--- src/rtl/rr_mux_arb_pkg.sv ---
// rtl/rr_mux_arb_pkg.sv - shared constants and index helper for the round-robin mux
package rr_mux_pkg;

    localparam logic MODE_FIXED       = 1'b0;
    localparam logic MODE_ROUND_ROBIN = 1'b1;

    // Rotate-left index: position of slot `offset` when the ring starts at `base`.
    function automatic logic [31:0] wrap_idx(
        input logic [31:0] base,
        input logic [31:0] offset,
        input logic [31:0] modulus
    );
        return (base + offset) % modulus;
    endfunction

endpackage

--- src/rtl/rr_mux_arb_if.sv ---
// rtl/rr_mux_arb_if.sv - producer-side and consumer-side handshake bundle of the mux
interface rr_mux_arb_if #(
    parameter int N = 2,
    parameter int W = 8
) ();
    localparam int X = 1 << N;

    logic [X-1:0]   in_valid;
    logic [X*W-1:0] in_data;
    logic [X-1:0]   in_ready;
    logic           mode;
    logic [N-1:0]   sel;
    logic           out_valid;
    logic [W-1:0]   out_data;
    logic [N-1:0]   out_ch;
    logic           out_ready;

    modport master (
        output in_valid, in_data, mode, sel, out_ready,
        input  in_ready, out_valid, out_data, out_ch
    );

    modport slave (
        input  in_valid, in_data, mode, sel, out_ready,
        output in_ready, out_valid, out_data, out_ch
    );

endinterface

--- src/rtl/rr_mux_arb_arbiter.sv ---
// rtl/rr_mux_arb_arbiter.sv - combinational rotate / priority-find / un-rotate grant
module rr_arbiter
    import rr_mux_pkg::*;
#(
    parameter int X = 4,
    parameter int N = $clog2(X)
) (
    input  logic [X-1:0] req,
    input  logic [N-1:0] ptr,
    output logic         gnt_valid,
    output logic [N-1:0] gnt_idx
);

    logic [X-1:0] w_rot;
    logic [N-1:0] w_first;
    logic         w_found;

    // Slot 0 of the rotated vector is the channel at ptr, so the lowest set slot is the fair winner.
    always_comb begin
        w_rot = '0;
        for (int i = 0; i < X; i++) begin
            w_rot[i] = req[N'(wrap_idx(32'(ptr), 32'(i), 32'(X)))];
        end

        w_found = 1'b0;
        w_first = '0;
        for (int i = X - 1; i >= 0; i--) begin
            if (w_rot[i]) begin
                w_found = 1'b1;
                w_first = N'(i);
            end
        end
    end

    assign gnt_valid = w_found;
    assign gnt_idx   = N'(wrap_idx(32'(ptr), 32'(w_first), 32'(X)));

endmodule

--- src/rtl/rr_mux_arb.sv ---
// rtl/rr_mux_arb.sv - registered 2**N:1 mux with fixed or round-robin channel arbitration
module rr_mux_arb
    import rr_mux_pkg::*;
#(
    parameter int N = 2,
    parameter int W = 8,
    parameter int X = 1 << N
) (
    input logic          clk,
    input logic          rst_n,
    rr_mux_arb_if.slave  bus
);

    logic [N-1:0] r_ptr;
    logic         r_out_valid;
    logic [W-1:0] r_out_data;
    logic [N-1:0] r_out_ch;

    logic         w_rr_valid;
    logic [N-1:0] w_rr_idx;
    logic         w_load;
    logic         w_gnt_valid;
    logic [N-1:0] w_gnt_idx;
    logic         w_xfer;
    logic [X-1:0] w_in_ready;
    logic [W-1:0] w_gnt_data;

    rr_arbiter #(
        .X (X),
        .N (N)
    ) u_arb (
        .req       (bus.in_valid),
        .ptr       (r_ptr),
        .gnt_valid (w_rr_valid),
        .gnt_idx   (w_rr_idx)
    );

    // Reset gates the load enable so no channel sees ready while the output stage is cleared.
    always_comb begin
        w_load = rst_n && (!r_out_valid || bus.out_ready);

        if (bus.mode == MODE_ROUND_ROBIN) begin
            w_gnt_valid = w_rr_valid;
            w_gnt_idx   = w_rr_idx;
        end else begin
            w_gnt_valid = bus.in_valid[bus.sel];
            w_gnt_idx   = bus.sel;
        end

        w_xfer     = w_load && w_gnt_valid;
        w_in_ready = '0;
        if (w_xfer) begin
            w_in_ready[w_gnt_idx] = 1'b1;
        end
    end

    assign w_gnt_data = bus.in_data[32'(w_gnt_idx) * W +: W];

    always_ff @(posedge clk or negedge rst_n) begin
        if (!rst_n) begin
            r_ptr       <= '0;
            r_out_valid <= 1'b0;
            r_out_data  <= '0;
            r_out_ch    <= '0;
        end else if (w_load) begin
            if (w_gnt_valid) begin
                r_out_valid <= 1'b1;
                r_out_data  <= w_gnt_data;
                r_out_ch    <= w_gnt_idx;
                if (bus.mode == MODE_ROUND_ROBIN) begin
                    r_ptr <= N'(wrap_idx(32'(w_gnt_idx), 32'd1, 32'(X)));
                end
            end else begin
                r_out_valid <= 1'b0;
            end
        end
    end

    assign bus.in_ready  = w_in_ready;
    assign bus.out_valid = r_out_valid;
    assign bus.out_data  = r_out_data;
    assign bus.out_ch    = r_out_ch;

endmodule
--- src/flat_wrapper.sv ---
// flat-port wrapper written by rule: the top's interface ports become plain ports
module rr_mux_arb_flat import rr_mux_pkg::*;
#(
    parameter int N = 2,
    parameter int W = 8,
    parameter int X = 1 << N
)
  (clk, rst_n, bus_in_valid, bus_in_data, bus_mode, bus_sel, bus_out_ready, bus_in_ready, bus_out_valid, bus_out_data, bus_out_ch);
  rr_mux_arb_if #(.N(N), .W(W)) bus_i ();
  input logic clk;
  input logic rst_n;
  input wire logic [$bits(bus_i.in_valid)-1:0] bus_in_valid;
  input wire logic [$bits(bus_i.in_data)-1:0] bus_in_data;
  input wire logic [$bits(bus_i.mode)-1:0] bus_mode;
  input wire logic [$bits(bus_i.sel)-1:0] bus_sel;
  input wire logic [$bits(bus_i.out_ready)-1:0] bus_out_ready;
  output wire logic [$bits(bus_i.in_ready)-1:0] bus_in_ready;
  output wire logic [$bits(bus_i.out_valid)-1:0] bus_out_valid;
  output wire logic [$bits(bus_i.out_data)-1:0] bus_out_data;
  output wire logic [$bits(bus_i.out_ch)-1:0] bus_out_ch;
  assign bus_i.in_valid = bus_in_valid;
  assign bus_i.in_data = bus_in_data;
  assign bus_i.mode = bus_mode;
  assign bus_i.sel = bus_sel;
  assign bus_i.out_ready = bus_out_ready;
  assign bus_in_ready = bus_i.in_ready;
  assign bus_out_valid = bus_i.out_valid;
  assign bus_out_data = bus_i.out_data;
  assign bus_out_ch = bus_i.out_ch;
  rr_mux_arb #(.N(N), .W(W), .X(X)) u_core (.clk(clk), .rst_n(rst_n), .bus(bus_i));
endmodule
--- config.mk ---
export PLATFORM = sky130hd
export DESIGN_NAME = rr_mux_arb_flat
export DESIGN_NICKNAME = d
export VERILOG_FILES = /design/src/rtl/rr_mux_arb_pkg.sv /design/src/rtl/rr_mux_arb_if.sv /design/src/rtl/rr_mux_arb_arbiter.sv /design/src/rtl/rr_mux_arb.sv /design/src/flat_wrapper.sv
export SDC_FILE = /design/constraint.sdc
export NUM_CORES = 1
export LEC_CHECK = 0
export CAP_MARGIN = 20
export CORE_UTILIZATION = 42
export DETAILED_ROUTE_END_ITERATION = 10
export GPL_TIMING_DRIVEN = 1
export PLACE_DENSITY = 0.8
export SYNTH_ARGS = -nofsm -noshare
export SYNTH_HDL_FRONTEND = slang
export SYNTH_SLANG_ARGS = --single-unit
--- constraint.sdc ---
create_clock -name clk -period 4 [get_ports clk]
set_input_delay 0.4 -clock clk [delete_from_list [all_inputs] [get_ports clk]]
set_output_delay 0.4 -clock clk [all_outputs]
set_load 0.02 [all_outputs]
==> flow_summary.toml <==
[status]
run_status = "finished, violations left"
violations = "DRC"

[final_layout]
multi_input_area_um2 = 849.6
area.sequential_um2 = 326.6
area_growth_pct = 43.09
fill_cells = 242
design.final.nets = 229
drive_gt1_share_pct = 15.14
diodes = 0

[setup_path]
wp_data_required_ns = 3.60
end_kind = "primary output"
crit_path_max_delay_cell_type = "clkdlybuf4s50_1"
path_class = "input port to primary output"
crit-reg2reg-capture = "u_core.bus.out_data[7]"
cp.arrival_ns = 3.32
worst-path-max-fanout = 11
crit-reg2reg-launch = "u_core.r_ptr[0]"
ff2ff_path_depth = 10
timing.critical_path.slowest_cell_delay_ns = 0.61
r2r_slack_ns = 0.99
cp_cell_sequence = "clkdlybuf4s50_1 -> nand2_1 -> o21ai_0 -> o21ai_0 -> nand3_1 -> ha_1 -> nand2b_1 -> a2111oi_4 -> a211o_2 -> and3_1 -> clkdlybuf4s50_1"
cp-start-kind = "input port"

[yosys]
synth-seq-cells = 13
synth_most_common_cell = "mux2i_1"
synth_area_leader_cell = "dfrtp_1"
synth_top_area_share_pct = 24.95
synthesis.yosys.warnings = 0
seq_area_frac_synth_pct = 24.95
synthTopCellsByArea = "dfrtp_1 (25%), mux2i_1 (14%), o32ai_1 (5.4%)"
post_synth.cell_area_avg_um2 = 9.729
proportion_of_synthesized_flip_flops_having_asynchronous_set_or_reset_pct = 100.0
netlist-cell-type-count = 49
synth-edff-count = 0
synth_top_flop_cell = "dfrtp_1"
mappedNetlistNets = 177
netlist_instances = 134
synthesis.area_um2 = 1304
synth_common_cells = "mux2i_1 (18), dfrtp_1 (13), nand4_1 (8), o32ai_1 (8), nor2_1 (7)"

[timing]
final_period_minus_worst_setup_slack_ns = 3.721
count_of_final_max_slew_check_failures = 0
tns_ns = 0
postLayoutSetupSlackWorst_ns = 0.2793
fin_worst_skew_ns = 0.007132
rsz0062_at_grt = "no"
f_max_mhz = 268.8
finalCritPeriodShare_pct = 93.02
slew_headroom_pct = 69.82
final-hold-violation-count = 0
number_of_setup_violations_in_the_final_report = 0
tightest_slew_ns = 0.4432

[global_route]
globalRouteOverflowTotal = 0
grt_start_max_net_pins = 24
grt_first_pass_wirelength_um = 5533
grt_total_usage_pct = 21.41
number_of_global_route_vias_before_repair = 1227
antenna_found_initial = 0

[detailed_routing]
drc_errors = 2
drt-pass1-iter-count = 7
drt-wirelength-per-cell_um = 16.52
initialDrtViolationCount = 66
via_per_inst = 5.944
totalWireLength_um = 3569
drt.antenna.violating_nets = 0
vias = 1284

[floorplan]
starting_density_of_the_core_pct = 45.70
floorplan.die_area_um2 = 3331
dieWidth_um = 57.72
floorplan.die.height_um = 57.72
io_pins = 57
placementRows = 19
core_area_um2 = 2853

[min_path]
hp-class = "input port to async pin"

[clock_network]
cts_num_sinks = 13
clock_latency_ns = 0.27
htreeDepth = 1
clock_tree.buffer_depth = 2
root_buf_cell = "clkbuf_4"
cts_buf_count = 3
clkTransAtPathRegs_ns = 0.08
post-cts-setup-buffers = 0
cts_tree = "yes"

[place]
detailed_place_hpwl_um = 2896
numPortBuffers = 56
routabilityCongestion = 0.9250
dp_slack_ns = 0.1817

[flow_run]
maxCapViolations = 0

[power_and_ir_drop]
ir_worst_vdd_v = 0.0003370
leakage_nw = 0.7261
cellPowerDensity_nw_per_um2 = 558.2
[worst max-delay path: cells and delay by family]
family,cells,cell delay (ns)
AOI/OAI and AO/OA,4,0.91
adders and majority gates,1,0.22
buffers and inverters,2,1.18
and+or+nand+nor,4,0.61
[cell usage in the layout, fill, tap and decap left out, drive strengths merged, types with 3 or more instances in the layout]
master and count:
buf 7, nand3 3, clkdlybuf4s50 56, clkbuf 4, nor2 7, o32ai 9
a31oi 8, inv 3, or2 3, mux2i 18, nor2b 3, nand2b 3
nand4 8, o21ai 3, dfrtp 13, nand2 6
[power by group]
part | internal [W] | switching (W) | leakage (nW)
Sequential | 0.000194 | 0.0000751 | 0.144
Clock | 0.0000385 | 0.0000416 | 0.0150
Combinational | 0.000353 | 0.000339 | 0.567
Total | 0.000586 | 0.000456 | 0.726
[worst max path at each step]
stage,start,end,slack (ns)
floorplan,u_core.r_ptr[0],bus_in_ready[0],0.86
global route,bus_in_valid[2],bus_in_ready[2],0.12
finish,bus_in_valid[2],bus_in_ready[2],0.28
global placement,bus_in_valid[2],bus_in_ready[2],0.27
detailed placement,bus_in_valid[2],bus_in_ready[2],0.18
CTS,u_core.r_ptr[0],bus_in_ready[2],0.03
[stage by stage]
| step | hold slack [ns] | cells | power (W) | instance area [µm²] | util, % |
|---|---|---|---|---|---|
| floorplan | 0.1044 | 134 | 0.0007189 | 1304 | - |
| global placement | 0.4850 | 212 | 0.0009446 | 1837 | 64.39 |
| detailed placement | 0.4871 | 212 | 0.0009593 | 1837 | 64.39 |
| CTS | 0.4714 | 216 | 0.001046 | 1863 | 65.31 |
| global route | 0.4781 | 216 | 0.001107 | 1866 | 65.39 |
| finish | 0.4739 | 216 | 0.001041 | 1866 | 65.39 |
[what timing repair did]
| item | 4_1_cts | 5_1_grt |
|---|---|---|
| hold buffers | 0 | 0 |
| endpoints found under the setup margin | 0 | 2 |
| resized for setup | 0 | 2 |
[final cells by class]
class                           instances  share of cell area [%]
Timing Repair Buffer                   63                   32.86
Sequential cell                        13                   17.51
Inverter                                3                  0.6036
Tap cell                               31                   2.079
Clock buffer                            4                   1.408
Multi-Input combinational cell        102                   45.54
[layer usage]
layer,global-route usage (%),vias to the layer above,routed length (µm)
met5,0,-,0
met3,2.455,4,198
met1,29.39,620,1556
li1,-,625,-
met4,6.122,0,36
met2,35.71,35,1778
[cell families (layout without fill, tap and decap cells)]
| family | after synthesis | in the layout | synth area share, % |
|---|---|---|---|
| flops | 13 | 13 | 24.95 |
| xor+xnor | 2 | 2 | 1.344 |
| simple gates | 40 | 40 | 17.66 |
| mux | 20 | 20 | 16.70 |
| compound gates | 39 | 39 | 27.45 |
| fa+ha+maj | 1 | 1 | 0.9595 |
| buf+inv | 19 | 70 | 10.94 |
[flip-flops by register name, indices dropped and copies added (netlist names)]
register and cells:
u_core.bus.out_data 8, u_core.r_ptr 2, u_core.bus.out_ch 2, u_core.bus.out_valid 1
(Power assumes the default switching activity.)
